===== src/rtl/hazard_scoreboard.sv =====
// Per-register hazard scoreboard: tracks in-flight destinations by class and age,
// selects operand bypass sources and stalls decode on RAW/WAW. Optional perf counters: SCOREBOARD_PERF_EN.
module hazard_scoreboard #(
    parameter int NREGS      = 32,
    parameter int MUL_WB_AGE = 5,
    parameter int MEM_WB_AGE = 2
) (
    input  logic       clk_i,
    input  logic       rst_i,
    input  logic       adv_i,
    input  logic       issue_en_i,
    input  logic       issue_wr_en_i,
    input  logic [4:0] issue_wr_addr_i,
    input  logic [1:0] issue_class_i,
    input  logic       flush_i,
    input  logic       dec_read_en_a_i,
    input  logic [4:0] dec_read_addr_a_i,
    input  logic       dec_read_en_b_i,
    input  logic [4:0] dec_read_addr_b_i,
    output logic       stall_o,
    output logic [2:0] fwd_sel_a_o,
    output logic [2:0] fwd_sel_b_o,
    output logic [5:0] pending_cnt_o
`ifdef SCOREBOARD_PERF_EN
    ,
    output logic [31:0] raw_stall_cnt_o,
    output logic [31:0] waw_stall_cnt_o,
    output logic [31:0] fwd_cnt_o
`endif
);
    localparam logic [1:0] CLS_ALU  = 2'd0;
    localparam logic [1:0] CLS_LOAD = 2'd1;
    localparam logic [1:0] CLS_MUL  = 2'd2;
    localparam logic [2:0] SEL_RF    = 3'd0;
    localparam logic [2:0] SEL_EXE   = 3'd1;
    localparam logic [2:0] SEL_MULT5 = 3'd2;
    localparam logic [2:0] SEL_CACHE = 3'd3;
    localparam logic [2:0] SEL_WB    = 3'd4;
    localparam logic [2:0] MUL_WB    = 3'(MUL_WB_AGE);
    localparam logic [2:0] MEM_WB    = 3'(MEM_WB_AGE);

    logic [NREGS-1:0]      valid_q, valid_d;
    logic [NREGS-1:0][1:0] cls_q, cls_d;
    logic [NREGS-1:0][2:0] age_q, age_d;
    logic [5:0]            cnt_q, cnt_d;

    logic       hit_a, hit_b, raw_a, raw_b, waw, accept;
    logic [2:0] sel_a, sel_b;
    logic [1:0] new_cls;

    function automatic logic [2:0] wb_age(input logic [1:0] c);
        return (c == CLS_MUL) ? MUL_WB : MEM_WB;
    endfunction

    // Returns {raw_stall, sel}; a multiply is only forwardable from M5 onward.
    function automatic logic [3:0] lookup(input logic hit, input logic [1:0] c, input logic [2:0] a);
        logic       stl;
        logic [2:0] sel;
        stl = 1'b0;
        sel = SEL_RF;
        if (hit) begin
            case (c)
                CLS_MUL: begin
                    if (a == MUL_WB)               sel = SEL_WB;
                    else if (a == MUL_WB - 3'd1)   sel = SEL_MULT5;
                    else                           stl = 1'b1;
                end
                CLS_LOAD: begin
                    if (a == 3'd0)                 stl = 1'b1;
                    else if (a == MEM_WB)          sel = SEL_WB;
                    else                           sel = SEL_CACHE;
                end
                default: begin
                    if (a == 3'd0)                 sel = SEL_EXE;
                    else if (a == MEM_WB)          sel = SEL_WB;
                    else                           sel = SEL_CACHE;
                end
            endcase
        end
        return {stl, sel};
    endfunction

    always_comb begin
        hit_a   = dec_read_en_a_i && (dec_read_addr_a_i != 5'd0) && valid_q[dec_read_addr_a_i];
        hit_b   = dec_read_en_b_i && (dec_read_addr_b_i != 5'd0) && valid_q[dec_read_addr_b_i];
        {raw_a, sel_a} = lookup(hit_a, cls_q[dec_read_addr_a_i], age_q[dec_read_addr_a_i]);
        {raw_b, sel_b} = lookup(hit_b, cls_q[dec_read_addr_b_i], age_q[dec_read_addr_b_i]);
        new_cls = (issue_class_i == 2'd3) ? CLS_ALU : issue_class_i;
        // Older producer would write back at or after the newer one: hold the issue.
        waw = issue_en_i && issue_wr_en_i && (issue_wr_addr_i != 5'd0) && valid_q[issue_wr_addr_i]
              && ({1'b0, wb_age(cls_q[issue_wr_addr_i])} >=
                  {1'b0, age_q[issue_wr_addr_i]} + {1'b0, wb_age(new_cls)} + 4'd1);
        stall_o     = !rst_i && !flush_i && (raw_a || raw_b || waw);
        fwd_sel_a_o = rst_i ? SEL_RF : sel_a;
        fwd_sel_b_o = rst_i ? SEL_RF : sel_b;
        accept = issue_en_i && issue_wr_en_i && adv_i && !stall_o && !flush_i
                 && (issue_wr_addr_i != 5'd0);
    end

    always_comb begin
        valid_d = valid_q;
        cls_d   = cls_q;
        age_d   = age_q;
        valid_d[0] = 1'b0;
        for (int r = 1; r < NREGS; r++) begin
            if (adv_i && valid_q[r]) begin
                if (age_q[r] == wb_age(cls_q[r])) valid_d[r] = 1'b0;
                else                              age_d[r]   = age_q[r] + 3'd1;
            end
            if (accept && (issue_wr_addr_i == 5'(r))) begin
                valid_d[r] = 1'b1;
                cls_d[r]   = new_cls;
                age_d[r]   = 3'd0;
            end
        end
        cnt_d = '0;
        for (int r = 1; r < NREGS; r++) cnt_d = cnt_d + 6'(valid_d[r]);
    end

    always_ff @(posedge clk_i) begin
        if (rst_i) begin
            valid_q <= '0;
            cls_q   <= '0;
            age_q   <= '0;
            cnt_q   <= '0;
        end else begin
            valid_q <= valid_d;
            cls_q   <= cls_d;
            age_q   <= age_d;
            cnt_q   <= cnt_d;
        end
    end

    assign pending_cnt_o = cnt_q;

`ifdef SCOREBOARD_PERF_EN
    logic [31:0] raw_cnt_q, waw_cnt_q, fwd_cnt_q;

    always_ff @(posedge clk_i) begin
        if (rst_i) begin
            raw_cnt_q <= '0;
            waw_cnt_q <= '0;
            fwd_cnt_q <= '0;
        end else begin
            if (!flush_i && (raw_a || raw_b))          raw_cnt_q <= raw_cnt_q + 32'd1;
            if (!flush_i && waw && !(raw_a || raw_b))  waw_cnt_q <= waw_cnt_q + 32'd1;
            if (!stall_o && ((sel_a != SEL_RF) || (sel_b != SEL_RF)))
                fwd_cnt_q <= fwd_cnt_q + 32'd1;
        end
    end

    assign raw_stall_cnt_o = raw_cnt_q;
    assign waw_stall_cnt_o = waw_cnt_q;
    assign fwd_cnt_o       = fwd_cnt_q;
`endif
endmodule

===== config.mk =====
export PLATFORM = sky130hd
export DESIGN_NAME = hazard_scoreboard
export DESIGN_NICKNAME = d
export VERILOG_FILES = /design/src/rtl/hazard_scoreboard.sv
export SDC_FILE = /design/constraint.sdc
export NUM_CORES = 1
export LEC_CHECK = 0
export ABC_AREA = 0
export ABC_CLOCK_PERIOD_IN_PS = 30600
export CAP_MARGIN = 20
export CORE_ASPECT_RATIO = 0.6
export CORE_MARGIN = 3
export CORE_UTILIZATION = 35
export DETAILED_ROUTE_END_ITERATION = 6
export GPL_ROUTABILITY_DRIVEN = 0
export PLACE_DENSITY = 0.46
export SLEW_MARGIN = 20
export SYNTH_ARGS = -nofsm -noshare
export SYNTH_HDL_FRONTEND = slang
export SYNTH_SLANG_ARGS = --single-unit

===== constraint.sdc =====
create_clock -name clk_i -period 30.6 [get_ports clk_i]
set_clock_uncertainty 0.2 [all_clocks]
set_input_delay 6.12 -clock clk_i [delete_from_list [all_inputs] [get_ports clk_i]]
set_output_delay 6.12 -clock clk_i [all_outputs]
set_load 0.01 [all_outputs]

Yosys cells after proc, flatten, opt, wreduce, memory -nomap -nowiden
Index checks and enable logic that the tools add are counted.
- muxes and demuxes: 171
- reduce and logical (&&, ||, !) cells: 148
- bitwise operators: 31
- magnitude comparators: 4
- $add $sub $neg: 63
- eq/ne operators: 106
- operators by type and width (operator ; number):
    $add 6x1->6 ; 25
    $mux 3 ; 48
    $mux 1 ; 104
    $add 3x1->3 const B ; 31
    $eq 3x3->1 ; 31
    $eq 5x5->1 const B ; 16
    $logic_and 1x1->1 ; 76
    $eq 2x2->1 const B ; 36
    $reduce_and 2->1 ; 31
    $reduce_or 2->1 ; 31
    $bmux 3 s5 ; 3
    $eq 5x4->1 const B ; 8
    $not 1->1 ; 31
    $bmux 2 s5 ; 3
    $eq 5x3->1 const B ; 4
    $lt 5x6->1 const B ; 3
    $bmux 1 s5 ; 3
    $reduce_bool 5->1 ; 3
    $eq 3x3->1 const B ; 4
    $mux 2 ; 6
    $pmux 3 s2 ; 2
    $eq 5x2->1 const B ; 2
    $add 5x1->6 ; 1
    $eq 3x2->1 const B ; 2
    other kinds (13) ; 19
- output and inout port bits: 13
- input bits: 25
- logic and storage cells: 588
- bits in registers: 193

Depth between registers and ports, before layout
- depth after elaboration: 46
- gate-level depth with buffers: 36
- gate-level depth less buffers: 32

Worst setup path after synthesis
OpenSTA, ideal clock, no wires.
- path kind: input port to output port
- start point: in issue_wr_addr_i[0]
- end point: out stall_o
- path buffers: 5
- setup slack: 13307 ps
- required time: 24280 ps
- arrival: 10973 ps
- cell stages on the path: 18
- path through: buf_2 -> buf_1 -> clkbuf_1 -> clkbuf_1 -> mux4_2 -> mux4_2 -> mux2i_1 -> ha_1 -> fa_1 -> ha_1 -> a21o_1 -> a21oi_1 -> nor4_1 -> a21oi_1 -> a221oi_2 -> buf_2 -> nor2_4 -> inv_1
- word-level cells in the longest chain between the ends: 8
- elaborated cells between the ends (all ways): 17
- classes of those cells: 2 x add/sub; 1 x order compare; 1 x eq/ne; 7 x mux; 6 x reduce/logical
- RTL lines (element ; line ; source):
    start, declared ; 13 ; input logic [4:0] issue_wr_addr_i,
    $bmux 3 s5 / $bmux 2 s5 (equally long branches) ; 92, 91 ;
    $mux 3 (not written as such) / $mux 2 (equally long branches) ; 92, 91 ;
    $add 3x3->4 / $eq 2x2->1 (equally long branches) ; 92, 52 ;
    $add 4x1->4 / $mux 3 (equally long branches) ; 92, 52 ;
    $ge 3x4->1 ; 91 ; && ({1'b0, wb_age(cls_q[issue_wr_addr_i])} >=
    $logic_and 1x1->1 (*) ; 91 ;
    $logic_or 1x1->1 (*) ; 93 ; stall_o = !rst_i && !flush_i && (raw_a || raw_b || waw);
    $logic_and 1x1->1 (*) ; 93 ;
    end, declared ; 20 ; output logic stall_o,
Mark *: on every way between the ends. The rest lies on a longest branch, timed or not. The select of a mux whose other input is x is not followed.

Worst setup path in the final report
Same ends and word-level chain as after synthesis.

==> flow_summary.ini <==
[synth]
synth-simple-area-share_pct = 20.68
synth_top_family_by_area = multiplexers
synth_most_common_cell = nand2_1
ys_ff_latch = 192
synth_area_leaders = dfxtp_1, mux4_2, mux2i_1, nand2_1, ha_1
synthMuxAreaShare_pct = 27.14
ys.flop_type = dfxtp_1
ys_warn_count = 0
async_flop_share_pct = 0
ys_types = 66
synth_area_mm2 = 0.01525
syn_nets = 1725
avgSynthCellArea_um2 = 9.370
ys_seq_area_share_pct = 25.20
synth_fa_ha_area_share_pct = 7.087
syn_inst = 1628
yosysTopAreaCell = dfxtp_1
synth_top_area_share_pct = 25.20
synth_xor_area_share_pct = 2.067
synth-compound-area-share_pct = 13.21
ys_top_cells_by_count = nand2_1, dfxtp_1, mux4_2
synth_edf_count = 0

[timing]
slew_headroom_pct = 32.61
period_share_pct = 58.20
hold_violations = 0
tightest_slew_ns = 1.011
final.min_clock_period_ns = 17.81
finalSetupViolCount = 0
rsz0062_at_grt = false
clock.fmax_mhz = 56.15
drv_slew = 0
tns_ns = 0

[worst_setup_path]
cp_top_family = buffers and inverters
crit_cells = 18
critical_path_class = primary input to output pin
end_kind = output pin
crit_arrival_ns = 11.49
cp.buffers_inverters = 5
rrSetupSlack_ns = 20.55
cp.required_ns = 24.28
cp_cell_sequence = buf_2 > buf_4 > nor2b_1 > a22o_1 > mux4_2 > mux2i_1 > ha_1 > fa_1 > ha_1 > a21o_1 > a21oi_1 > nor4_1 > a21oi_1 > a221oi_4 > buf_4 > nor2_4 > inv_1 > clkdlybuf4s50_1
startpoint_type = primary input
ff2ff_path_depth = 30
cp_max_fo = 45
cpMaxStageDelayCell = clkdlybuf4s50_1
max_stage_delay_ns = 0.60

[place]
dp_hpwl_mm = 46.43
port_buffers = 37
placed_area_mm2 = 0.01603

[floorplanning]
initial_core_util_pct = 35.93
coreArea_mm2 = 0.04245
ios = 38
die_w_um = 275.5
rows = 58
fp.dieH_um = 167.7
dieArea_mm2 = 0.04621

[clock_network]
cts_buffers = 17
htree_levels = 4
cts_setup_buffers = 0
cts_resized = 0
clockBufferDepth = 2
path_clk_slew_ns = 0.09
cts_tree = yes
cts_root_buffer = clkbuf_16
clock_latency_ns = 0.48
cts_sinks = 192
ctsHoldBuffers = 0

[pwr]
powerDensity_mw_per_mm2 = 32.99
peakVddDrop_v = 0.00003545
leakagePower_nw = 6.348

[routing]
vias_per_cell = 6.316
drt-pass1-iter-count = 6
ant_nets = 0
routed_wl_mm = 61.87
drt_iter0_markers = 2045
vias = 13770
drcViolationCount = 0
routedWlPerCell_um = 28.38

[cells_and_area]
fin_nets = 1694
drive_gt1_share_pct = 16.21
diodes = 0
final_cell_area_mm2 = 0.01663
syn_to_final_growth_pct = 9.047

[grt]
grt_overflow_total = 0
grt_usage_pct = 26.77
grt_max_degree = 89
grt_pass1_wl_mm = 88.84
antenna_found_initial = 3
grt_pass1_vias = 12270

[min_path]
min_path_cells = 2
hp-class = flip-flop to flip-flop

[run]
maxCapViolCount = 0

[status]
run_status = completed
## final timing paths
| check | startpoint | to |
|---|---|---|
| worst max-delay path | issue_wr_addr_i[0] | stall_o |
| worst max register to register | age_q[78]$_SDFFE_PP0P_ | pending_cnt_o[4]$_SDFF_PP0_ |
| worst min-delay path | cls_q[61]$_SDFFE_PP0P_ | cls_q[61]$_SDFFE_PP0P_ |
| worst min register to register | cls_q[61]$_SDFFE_PP0P_ | cls_q[61]$_SDFFE_PP0P_ |
## kinds of logic after synthesis
family,count (synthesis)
AOI/OAI and AO/OA,289
xor gates and xnor gates,36
buffers and inverters,171
adders and majority gates,72
DFF,192
muxes,253
and+or+nand+nor,615
## report_power, final
group	switching [mW]	total [mW]	internal, mW	leakage (nW)
registers	0.000521	0.250	0.250	1.55
logic	0.0365	0.0542	0.0177	4.50
clock network	0.119	0.244	0.126	0.301
total	0.156	0.549	0.393	6.35
## layer usage
metal | up-vias | GRT usage [%] | share of wire (%)
li1 | 6071 | - | -
met1 | 6834 | 42.40 | 49
met2 | 808 | 31.34 | 35
met3 | 52 | 13.46 | 15
met4 | 4 | 4.242 | 1.1
met5 | - | 0.5263 | 0.047
## cell usage in the layout, fill, tap and decap left out, types with 17 or more instances in the layout
master             n
mux4_2           125
clkdlybuf4s50_1   27
nor2_1           102
buf_4             31
a221oi_1          17
mux2_2            35
a21oi_1           52
fa_1              24
mux2i_1           93
nor2b_1           34
dfxtp_1          192
ha_1              48
inv_1             52
and3_1            38
a31oi_1           29
nor3_1            87
xor2_1            23
nand2b_1          31
clkbuf_16         17
nand3_1           34
o21ai_0           47
a211oi_1          32
nand2_1          203
## worst reg2reg max path, delay by kind of cell (launching register included)
family / cells / cell delay, ns
AOI/OAI and AO/OA: 6 / 0.83
xor gates and xnor gates: 1 / 0.14
adders and majority gates: 11 / 5.24
muxes: 3 / 1.22
and+or+nand+nor: 4 / 1.02
DFF: 1 / 0.51
buffers and inverters: 5 / 0.76
## sequential cells by signal, summed over array words and instances, names as in the netlist
| name | cells |
|---|---|
| valid_q | 31 |
| cls_q | 62 |
| pending_cnt_o | 6 |
| age_q | 93 |
## area by class of cell
| type | count | area [µm²] |
|---|---|---|
| fill | 4221 | 25820 |
| multi-input combinational | 1265 | 10720 |
| sequential | 192 | 3844 |
| tap | 570 | 713.2 |
| timing repair buffer | 67 | 548.0 |
| clock buffer | 18 | 439.2 |
| inverter | 54 | 203.9 |
| clock inverter | 14 | 162.7 |
## metrics by stage
step                      util, %  hold WS, ns  worst slack [ns]  cells  power, mW
after CTS                   39.17       0.2854             12.85   2180     0.5517
after floorplan                 -       0.2493             13.31   1628     0.2913
after detailed placement    37.75       0.2725             12.86   2148     0.3096
after global placement      37.77       0.2676             12.95   2148     0.3093
after global routing        39.18       0.3149             12.51   2180     0.5659
final                       39.18       0.2860             12.79   2180     0.5488
Power figures use the tool's default switching activity.
